===== config.mk =====
export PLATFORM = sky130hd
export DESIGN_NAME = fdivs_seq
export DESIGN_NICKNAME = d
export VERILOG_FILES = /design/src/rtl/fdivs_pkg.sv /design/src/rtl/fdivs_step.sv /design/src/rtl/fdivs_seq.sv
export SDC_FILE = /design/constraint.sdc
export NUM_CORES = 1
export LEC_CHECK = 0
export CORE_ASPECT_RATIO = 0.9
export CORE_UTILIZATION = 25
export DETAILED_ROUTE_END_ITERATION = 16
export GPL_ROUTABILITY_DRIVEN = 0
export PLACE_DENSITY = 0.44
export SETUP_SLACK_MARGIN = 0.02
export SYNTH_ARGS = -nofsm -noshare
export SYNTH_HDL_FRONTEND = slang
export SYNTH_HIERARCHICAL = 1
export SYNTH_SLANG_ARGS = --single-unit

===== constraint.sdc =====
create_clock -name i_clk -period 3.9 [get_ports i_clk]
set_clock_uncertainty 0.1 [all_clocks]
set_input_delay 0.78 -clock i_clk [delete_from_list [all_inputs] [get_ports i_clk]]
set_output_delay 0.78 -clock i_clk [all_outputs]
set_load 0.005 [all_outputs]

===== src/rtl/fdivs_pkg.sv =====
// Shared types and constants for the fdivs_seq signed fractional divider.
package fdivs_pkg;

  localparam int unsigned DATA_W = 8;
  localparam int unsigned PROD_W = 2 * DATA_W;
  localparam int unsigned ITER   = DATA_W;
  localparam int unsigned LAT    = ITER + 2;

  localparam logic [7:0] Q_MAX = 8'h7F;
  localparam logic [7:0] Q_MIN = 8'h80;

  typedef enum logic [1:0] {
    IDLE,
    CHECK,
    DIV,
    FIX
  } state_e;

endpackage


===== src/rtl/fdivs_step.sv =====
// One combinational restoring-division iteration: shift in a dividend bit,
// subtract the divisor magnitude when it fits, and emit the quotient bit.
module fdivs_step #(
  parameter int unsigned W = 9
) (
  input  logic [W-1:0] rem_i,
  input  logic [W-1:0] div_i,
  input  logic         bit_i,
  output logic [W-1:0] rem_o,
  output logic         q_o
);

  logic [W:0] trial;

  always_comb begin
    trial = {rem_i, bit_i};
    q_o   = (trial >= {1'b0, div_i});
    rem_o = q_o ? W'(trial - {1'b0, div_i}) : trial[W-1:0];
  end

endmodule


===== src/rtl/fdivs_seq.sv =====
// Sequential signed 1.15 / 1.7 fractional divider (inverse of FMULS).
// Optional FDIVS_ROUND_EN: round quotient to nearest, ties away from zero.
module fdivs_seq #(
  parameter int unsigned DATA_W = 8,
  parameter int unsigned ITER   = DATA_W
) (
  input  logic              i_clk,
  input  logic              i_rst,
  input  logic              i_start,
  input  logic [DATA_W-1:0] i_r1,
  input  logic [DATA_W-1:0] i_r0,
  input  logic [DATA_W-1:0] i_rr,
  output logic              o_busy,
  output logic              o_done,
  output logic [DATA_W-1:0] o_q,
  output logic [DATA_W-1:0] o_rem,
  output logic              o_ovf,
  output logic              o_dbz
);

  import fdivs_pkg::*;

  localparam int unsigned PW    = 2 * DATA_W;
  localparam int unsigned RW    = DATA_W + 1;
  localparam int unsigned CNT_W = $clog2(ITER + 1);

  state_e              state_q;
  logic [PW-1:0]       prod_q;
  logic [DATA_W-1:0]   rr_q;
  logic [RW-1:0]       acc_q;
  logic [RW-1:0]       vmag_q;
  logic [DATA_W-1:0]   sh_q;
  logic [CNT_W-1:0]    cnt_q;
  logic                dbz_q, ovf_q;
  logic                busy_q, done_q;
  logic [DATA_W-1:0]   q_q, rem_q;
  logic                ovf_o_q, dbz_o_q;

  // CHECK-stage magnitudes and error flags
  logic signed [PW-1:0] d_s;
  logic [PW:0]          d_ext, dmag;
  logic [RW-1:0]        v_ext, vmag;
  logic                 dbz_c, ovf_c;

  always_comb begin
    d_s   = $signed(prod_q) >>> 1;
    d_ext = {d_s[PW-1], d_s};
    dmag  = d_ext[PW] ? -d_ext : d_ext;
    v_ext = {rr_q[DATA_W-1], rr_q};
    vmag  = v_ext[RW-1] ? -v_ext : v_ext;
    dbz_c = (rr_q == '0);
    ovf_c = !dbz_c && (dmag >= {1'b0, vmag, {(DATA_W-1){1'b0}}});
  end

  logic [RW-1:0] step_rem;
  logic          step_q;

  fdivs_step #(.W(RW)) u_step (
    .rem_i (acc_q),
    .div_i (vmag_q),
    .bit_i (sh_q[DATA_W-1]),
    .rem_o (step_rem),
    .q_o   (step_q)
  );

  // FIX-stage result selection
  logic              neg_d, neg_q;
  logic [DATA_W-1:0] qmag;
  logic [DATA_W-1:0] q_d, rem_d;
  logic              ovf_d;

  always_comb begin
    neg_d = prod_q[PW-1];
    neg_q = neg_d ^ rr_q[DATA_W-1];
    qmag  = sh_q;
    q_d   = '0;
    rem_d = '0;
    ovf_d = 1'b0;
    if (dbz_q) begin
      q_d = neg_d ? Q_MIN : Q_MAX;
    end else if (ovf_q) begin
      q_d   = neg_q ? Q_MIN : Q_MAX;
      ovf_d = 1'b1;
    end else begin
`ifdef FDIVS_ROUND_EN
      if ({acc_q, 1'b0} >= {1'b0, vmag_q}) qmag = qmag + DATA_W'(1);
`endif
      // qmag is below 128 here unless rounding carried it up to exactly 128
      if (qmag[DATA_W-1]) begin
        q_d   = neg_q ? Q_MIN : Q_MAX;
        ovf_d = 1'b1;
      end else begin
        q_d = neg_q ? -qmag : qmag;
      end
      rem_d = neg_d ? -acc_q[DATA_W-1:0] : acc_q[DATA_W-1:0];
    end
  end

  always_ff @(posedge i_clk) begin
    if (i_rst) begin
      state_q <= IDLE;
      prod_q  <= '0;
      rr_q    <= '0;
      acc_q   <= '0;
      vmag_q  <= '0;
      sh_q    <= '0;
      cnt_q   <= '0;
      dbz_q   <= 1'b0;
      ovf_q   <= 1'b0;
      busy_q  <= 1'b0;
      done_q  <= 1'b0;
      q_q     <= '0;
      rem_q   <= '0;
      ovf_o_q <= 1'b0;
      dbz_o_q <= 1'b0;
    end else begin
      done_q <= 1'b0;
      case (state_q)
        IDLE: begin
          if (i_start) begin
            prod_q  <= {i_r1, i_r0};
            rr_q    <= i_rr;
            busy_q  <= 1'b1;
            state_q <= CHECK;
          end
        end
        CHECK: begin
          acc_q   <= dmag[PW:DATA_W];
          sh_q    <= dmag[DATA_W-1:0];
          vmag_q  <= vmag;
          dbz_q   <= dbz_c;
          ovf_q   <= ovf_c;
          cnt_q   <= CNT_W'(ITER - 1);
          state_q <= DIV;
        end
        DIV: begin
          // sh_q shifts dividend bits out and quotient bits in
          acc_q <= step_rem;
          sh_q  <= {sh_q[DATA_W-2:0], step_q};
          cnt_q <= cnt_q - CNT_W'(1);
          if (cnt_q == '0) state_q <= FIX;
        end
        FIX: begin
          q_q     <= q_d;
          rem_q   <= rem_d;
          ovf_o_q <= ovf_d;
          dbz_o_q <= dbz_q;
          done_q  <= 1'b1;
          busy_q  <= 1'b0;
          state_q <= IDLE;
        end
        default: state_q <= IDLE;
      endcase
    end
  end

  assign o_busy = busy_q;
  assign o_done = done_q;
  assign o_q    = q_q;
  assign o_rem  = rem_q;
  assign o_ovf  = ovf_o_q;
  assign o_dbz  = dbz_o_q;

endmodule


[After elaboration in Yosys (flattened, before gate mapping)]
Cells that the tools add are included.
Storage, ports and cells
  output and inout bits: 20
  bits in registers: 78
  input port bits: 27
Operators by class
  bitwise gates (word level): 1
  muxes and demuxes: 24
  reductions and logical operators: 10
  $lt $le $gt $ge: 2
  add/sub/neg operators: 6
  equal/unequal tests: 5
Operators by type and width (number)
  $mux 8: 9
  $mux 9: 2
  $pmux 9 s2: 1
  $ge 17x16->1: 1
  $mux 17: 1
  $neg 17->17: 1
  $neg 8->8: 2
  $pmux 8 s2: 1
  $ge 10x9->1: 1
  $neg 9->9: 1
  $sub 9x9->9: 1
  $logic_not 8->1: 1
  $pmux 2 s4: 1
  $pmux 4 s2: 1
  $reduce_and 2->1: 3
  $mux 1: 5
  $eq 2x2->1 const B: 2
  $logic_not 4->1: 1
  $mux 2: 2
  $ne 2x2->1 const B: 2
  $reduce_bool 2->1: 2
  $sub 4x1->4 const B: 1
  $eq 2x1->1 const B: 1
  $logic_not 2->1: 1
  4 further kinds: 4

[Logic depth before layout (Yosys ltp)]
  depth after elaboration: 5
  depth in mapped cells: 12
  mapped depth without buffers: 12

[Hierarchy]
The synthesis kept the hierarchy.
Modules (own cells, without submodules)
  fdivs_seq: times used 1, cells each 505, sequential area each 1541.5 um^2, area each 4092.7 um^2
  fdivs_step: times used 1, cells each 86, sequential area each 0.0 um^2, area each 673.1 um^2

[Worst setup path before layout]
No wires, ideal clock.
  path kind: register to register
  start point: reg prod_q[3]
  end point: reg ovf_q
  setup slack: 1.090 ns
  cell stages (with the launch flop): 11
  path buffers: 0
  setup time: 0.126 ns
  period minus slack after synthesis: 2.810 ns
  arrival time: 2.583 ns
  path through: dfxtp_1 > or3_1 > or4_4 > o31ai_1 > xnor2_1 > ha_1 > and4_1 > o21ai_0 > o2111ai_1 > a311oi_1 > a21oi_1
Between the ends
  word-level cells in the longest chain between the ends: 4
RTL lines
  start: declaration: RTL line fdivs_seq.sv:28  | logic [PW-1:0] prod_q;
  start signal: assignment: RTL line fdivs_seq.sv:121  | prod_q <= {i_r1, i_r0};
  $neg 17->17: RTL line fdivs_seq.sv:48  | dmag = d_ext[PW] ? -d_ext : d_ext;
  $mux 17 *: RTL line fdivs_seq.sv:48
  $ge 17x16->1 *: RTL line fdivs_seq.sv:52  | ovf_c = !dbz_c && (dmag >= {1'b0, vmag, {(DATA_W-1){1'b0}}});
  $logic_and 1x1->1 *: RTL line fdivs_seq.sv:52
  end signal: assignment: RTL line fdivs_seq.sv:132  | ovf_q <= ovf_c;
  end: declaration: RTL line fdivs_seq.sv:34  | logic dbz_q, ovf_q;
Mark *: on every way between the ends. The rest lies on a longest branch, timed or not.
A chain may end at the register's enable or synchronous reset.

[Worst setup path after layout]
Same ends and word-level chain as after synthesis.

==> parameters.txt <==
Parameter                              Value

CTS
  Post-CTS Setup Bufs ... 0
  Root buffer cell ... sky130_fd_sc_hd__clkbuf_16
  Count of cells resized by post-cts repair ... 0
  TritonCTS Buffers ... 9
  CTS Buffer Depth ... 2
  Reg clk slew, reported paths ... 0.06 ns
  Clock latency on the worst-skew pair ... 0.35 ns
  Hold buffer count at cts ... 0
  CTS H-Tree Depth ... 3
  Number of clock sinks ... 77
  CTS tree ... done

Layout
  Multi-input combinational cell area ... 2970 µm²
  Diode insertion count for antenna repair ... 0
  Fill cell count ... 1996
  Share of layout cells above drive strength 1 ... 0.0691
  Final cell count without fillers ... 867
  Nets@finish ... 672
  Area taken by flip-flops and latches ... 1540 µm²
  Area Overhead vs Synth ... 19.9%

Global routing
  GR Overflow Total ... 0
  Global-route wire length before repair ... 21800 µm
  GR Util All Layers ... 0.141
  Pin count of the biggest net entering global routing ... 74
  Vias in the first global route ... 4116
  Number of antenna violations at the first check in global routing ... 0

Drt
  Total DRC errors in the routed layout ... 0
  Detailed router's first-iteration violation count ... 199
  Number of nets with antenna violations after detailed routing ... 0
  Wire length after detailed routing ... 13200 µm
  Total via count in the routed design ... 4269
  Avg Vias per Cell ... 4.92
  Post-DR wirelength/cell ... 15.2 µm
  First drt pass iteration count ... 5

STA
  Setup TNS ... 0 ns
  Fmax ... 311 MHz
  Final period utilization ... 0.825
  Setup repair after global routing missed its margin ... false
  Transition time of the tightest slew-check pin ... 0.904 ns
  Final Hold Fails ... 0
  Number of max-slew violations in the final report ... 0
  Post-layout min period ... 3.22 ns
  Final WS setup ... 0.683 ns
  Slew Limit Headroom ... 0.396
  Final setup fails ... 0

Critical path
  Data required time of the worst path ... 4.02 ns
  Termination of the worst setup path ... ovf_q
  Startpoint of the lowest-slack register-to-register path ... prod_q[3]
  Data arrival at the endpoint of the critical path ... 3.34 ns
  R2r endpoint ... ovf_q
  Slack of the worst reg-to-reg path ... 0.68 ns
  Startpoint kind of the worst setup timing path ... flop
  Kind of critical path ... flop to flop
  Critical path origin ... prod_q[3]
  Maximum fanout along the worst path ... 6
  Endpoint kind of the worst setup timing path ... flop
  Path depth of the worst reg2reg path ... 10

Placed design
  Cell count after placement ... 851
  Port buffer count ... 45
  DP Worst Slack ... 0.736 ns
  Detailed placer's ending HPWL ... 9490 µm

Floorplan
  Area inside the core boundary ... 18500 µm²
  Effective utilization at floorplan ... 0.257
  Die ar. ... 19600 µm²
  Horizontal die dimension ... 148 µm
  Height of the die ... 133 µm
  Count of standard-cell rows ... 47
  I/O Pins ... 47

Synth
  Synthesized instance count ... 591
  Average footprint of a synthesized cell ... 8.06 µm²
  Top FF cell, synth ... sky130_fd_sc_hd__dfxtp_1
  Top cells by area, synth ... sky130_fd_sc_hd__dfxtp_1 32%, sky130_fd_sc_hd__ha_1 7.1%, sky130_fd_sc_hd__a21oi_1 5.9%, sky130_fd_sc_hd__nand2_1 5.5%, sky130_fd_sc_hd__nor2_1 3.8%
  Yosys synthesis warning count ... 6
  Net count of the mapped netlist ... 646
  Post-synth top area cell ... sky130_fd_sc_hd__dfxtp_1
  Number of unique standard cell types used by synthesis ... 73
  Top-area cell type share of the netlist area ... 0.323
  Fraction of registers with async set/reset ... 0
  Synthesis-stage register bit count ... 77
  Most repeated cell in the gate-level netlist after synthesis ... sky130_fd_sc_hd__dfxtp_1
  Mapped Area ... 4770 µm²
  Sequential fraction of the synthesis area ... 0.323
  Most frequent cells after synthesis ... 77 x sky130_fd_sc_hd__dfxtp_1, 70 x sky130_fd_sc_hd__nand2_1, 56 x sky130_fd_sc_hd__a21oi_1, 48 x sky130_fd_sc_hd__nor2_1, 30 x sky130_fd_sc_hd__clkbuf_1
  Post-synth EDFFs ... 0

Flow run
  Max-cap violation count ... 0

Power
  VDD IR max ... 0.000258 V
  Cell Pwr Density ... 768 nW/µm²
  Pleak ... 0.00213 µW

Status
  Status ... finished clean

Min path
  Type of the worst min-delay path ... flop to flop
[metal layers]
layer	track usage	up-vias	share of wire
met2	0.213	82	0.43
li1	-	2171	-
met5	0	-	0
met4	0.0447	0	0.014
met1	0.199	2002	0.52
met3	0.0310	14	0.040
[power breakdown]
part,internal [µW],leakage [µW],switching [µW],total (µW)
combinational,1030,0.00136,1370,2400
clock,511,0.000143,339,850
sequential,942,0.000628,199,1140
[placed cells by master, fill, tap and decap left out, drive strengths merged, types with 4 or more instances in the layout]
cell and n:
inv 29, buf 7, nand2 70, ha 27, nand2b 17, or3 7
dfxtp 77, nor2 48, mux2i 12, a211o 4, xnor2 17, nor2b 17
mux2 5, nor3 5, nand3 14, o21ai 25, a41o 6, a211oi 17
nor3b 6, o211ai 8, clkdlybuf4s50 44, a21oi 56, xor2 9, a311oi 4
clkbuf 12, nand4 6, o31ai 16
[sequential cells by signal (all words and copies together), names as in the netlist]
signal	cells
vmag_q	9
cnt_q	4
o_busy	1
o_q	8
o_done	1
o_dbz	1
o_ovf	1
prod_q	15
acc_q	9
dbz_q	1
o_rem	8
state_q	2
ovf_q	1
qmag	8
rr_q	8
[cell type report]
| type | count | share of cell area |
|---|---|---|
| sequential | 77 | 0.270 |
| clock inverter | 4 | 0.00832 |
| tap | 245 | 0.0537 |
| multi-input combinational | 448 | 0.519 |
| timing repair buffer | 51 | 0.0859 |
| inverter | 30 | 0.0201 |
| clock buffer | 12 | 0.0431 |
[critical path, stage by stage, from the launching register on]
cell and delay, ns:
sky130_fd_sc_hd__dfxtp_1 0.36, sky130_fd_sc_hd__or3_1 0.44, sky130_fd_sc_hd__or4_4 0.47, sky130_fd_sc_hd__o41ai_2 0.25
sky130_fd_sc_hd__xnor2_1 0.31, sky130_fd_sc_hd__ha_1 0.33, sky130_fd_sc_hd__and4_1 0.20, sky130_fd_sc_hd__o21ai_0 0.08
sky130_fd_sc_hd__o2111ai_1 0.16, sky130_fd_sc_hd__a311oi_1 0.31, sky130_fd_sc_hd__a21oi_1 0.09
[cells by family (layout without fill, tap and decap cells)]
logic type | after synthesis | in the layout | share of synthesized area
buffers and inverters | 66 | 97 | 0.0543
xor gates and xnor gates | 26 | 26 | 0.0478
muxes | 17 | 17 | 0.0394
DFF | 77 | 77 | 0.323
other | 2 | 2 | 0.00158
adders and majority gates | 28 | 28 | 0.0751
and+or+nand+nor | 209 | 209 | 0.220
AOI/OAI and AO/OA | 166 | 166 | 0.238
[worst min-delay path by stage]
stage	startpoint	to	slack, ns	depth (start not counted)
floorplan	vmag_q[7]	vmag_q[7]	0.35	2
global placement	o_q[3]	o_q[3]	0.36	2
detailed placement	o_q[4]	o_q[4]	0.36	2
CTS	o_q[6]	o_q[6]	0.37	2
global route	vmag_q[8]	vmag_q[8]	0.40	1
finish	o_q[4]	o_q[4]	0.37	2
[stage by stage]
stage               instance area [µm²]   util  power, µW  hold slack [ns]
floorplan                          4770      -       2960            0.350
global placement                   5420  0.293       3520            0.362
detailed placement                 5420  0.293       3550            0.363
CTS                                5710  0.308       4420            0.373
global route                       5710  0.308       4750            0.401
finish                             5710  0.308       4390            0.370
Note: power is estimated with default switching activity, not from simulation.
==> RTL edit: new RTL, same flow settings <==
Re-encode `state_e` (4 states) as one-hot, 4 bits wide.
--- a/src/rtl/fdivs_pkg.sv
+++ b/src/rtl/fdivs_pkg.sv
@@ -9,11 +9,11 @@
   localparam logic [7:0] Q_MAX = 8'h7F;
   localparam logic [7:0] Q_MIN = 8'h80;
 
-  typedef enum logic [1:0] {
-    IDLE,
-    CHECK,
-    DIV,
-    FIX
+  typedef enum logic [3:0] {
+    IDLE  = 4'b0001,
+    CHECK = 4'b0010,
+    DIV   = 4'b0100,
+    FIX   = 4'b1000
   } state_e;
 
 endpackage
Function: no difference found for any inputs over 10 cycles, from zero or initial values and one cycle with i_rst high; not proved beyond that.
==> RTL edit against the original RTL <==
  * Core utilization is 0.17 points lower
  * Routed wire length fell by 3.9%
  * Count of clock-buffer cells in the layout shrank 2
  * Sequential cell count increased by 2
  * Non-clock buffer count is 1 lower
  * Area after synthesis shrank 0.68%
  * Worst setup slack worse by 0.097 ns
  * Design area down 0.88%
Power is not compared: it rests on default switching activity, and its combinational part moved more than twofold at a synthesized area within 25%.
==> RTL edit: results (changes against the original RTL) <==
Ranked by instance count, the synthesized netlist is headed by sky130_fd_sc_hd__nand2_1, sky130_fd_sc_hd__dfxtp_1, sky130_fd_sc_hd__a21oi_1. The run finished with clean final reports. The average vias per placed instance is 4.93 (about the same). The final critical path time including I/O delays and setup was 3.31 ns (+0.0971 ns); the post-synthesis instance area was 4730 um2 (-0.68%). The tools report the met2 routed wirelength as 5.38 mm (-4.7%). The run gives 3.07% (-0.034 points) as the routing usage on met3. The logs give 13.6% (-0.50 points) for the total track usage and 0.59 ns (-0.10 ns) for the worst-case register-to-register setup slack.

The via count of the first global-routing pass was 4038 (-1.9%). The met1 routing resource usage after global routing is 19.8% (-0.13 points), and the share of post-route cells with drive strength above 1 is 7.15% (+0.24 points). The pin count of the biggest net entering global routing is 39 (-47%), and the share of the yosys chip area belonging to registers is 33.4% (+1.1 points).

The area of combinational cells with multiple inputs was 2860 um2 (-3.5%); the number of fill cells was 2011 (+0.75%). Total routed wirelength: 12.7 mm (-3.9%). The tools report the total instance count after detailed placement as 844 (-0.82%).

Startpoint of the worst-slack reg-to-reg timing path: prod_q[2]. The post-synth net total came out at 642 (-0.62%). By area the synthesized netlist is led by sky130_fd_sc_hd__dfxtp_1, sky130_fd_sc_hd__nand2_1, sky130_fd_sc_hd__ha_1.

The global-route wire length before repair was 21.1 mm (-3.2%). The run gives 5340 um2 (-1.5%) as the total cell area at the placement stage. The worst slack after detailed placement was 0.576 ns (-0.161 ns). The pin slew with the least headroom to its limit was 0.972 ns (+0.0683 ns). The run gives 9.33 mm (-1.7%) as the half-perimeter wire length of the detailed placement result. The tools report the initial DRC count as 217 (+9.0%). For the final-stage net count, the log shows 661 (-1.6%).

The wire length per cell is 14.8 um (-3.1%). The worst path arrival time was 3.46 ns (+0.12 ns).
-- RTL edit: area by class of cell --
cell class	instances	share of cell area, %
multi-input cells	442	50.5
flip-flops and latches	79	27.9
repair buffers	50	8.53
well taps	245	5.41
clock buffers	10	4.22
inverters	28	1.90
clock inverters	6	1.48
-- RTL edit: kinds of logic after synthesis --
logic type | count (synthesis) | synth area share [%]
XOR/XNOR | 29 | 5.37
AO/OA/AOI/OAI | 173 | 24.8
buffers and inverters | 70 | 6.64
adder cells (fa/ha/maj) | 24 | 6.50
AND/OR/NAND/NOR | 203 | 20.4
multiplexers | 11 | 2.70
other | 2 | 0.159
flip-flops | 79 | 33.4
-- RTL edit: worst max-delay path: stages (launching register included) --
cell and delay, ns:
sky130_fd_sc_hd__dfxtp_1 0.35, sky130_fd_sc_hd__inv_1 0.07, sky130_fd_sc_hd__ha_1 0.18, sky130_fd_sc_hd__or3b_1 0.45
sky130_fd_sc_hd__or2_1 0.26, sky130_fd_sc_hd__o31ai_1 0.28, sky130_fd_sc_hd__xnor2_1 0.16, sky130_fd_sc_hd__ha_1 0.34
sky130_fd_sc_hd__and4_1 0.21, sky130_fd_sc_hd__nand2_1 0.05, sky130_fd_sc_hd__or4_1 0.41, sky130_fd_sc_hd__a2111oi_2 0.35
-- RTL edit: worst min-delay path by stage --
stage	start	to	slack, ns	cells past startpoint
floorplan	vmag_q[7]	vmag_q[7]	0.34	2
finish	o_rem[7]	o_rem[7]	0.36	2
global placement	o_rem[7]	o_rem[7]	0.34	2
CTS	o_dbz	o_dbz	0.36	2
detailed placement	o_rem[1]	o_rem[1]	0.35	2
global route	o_dbz	o_dbz	0.39	2
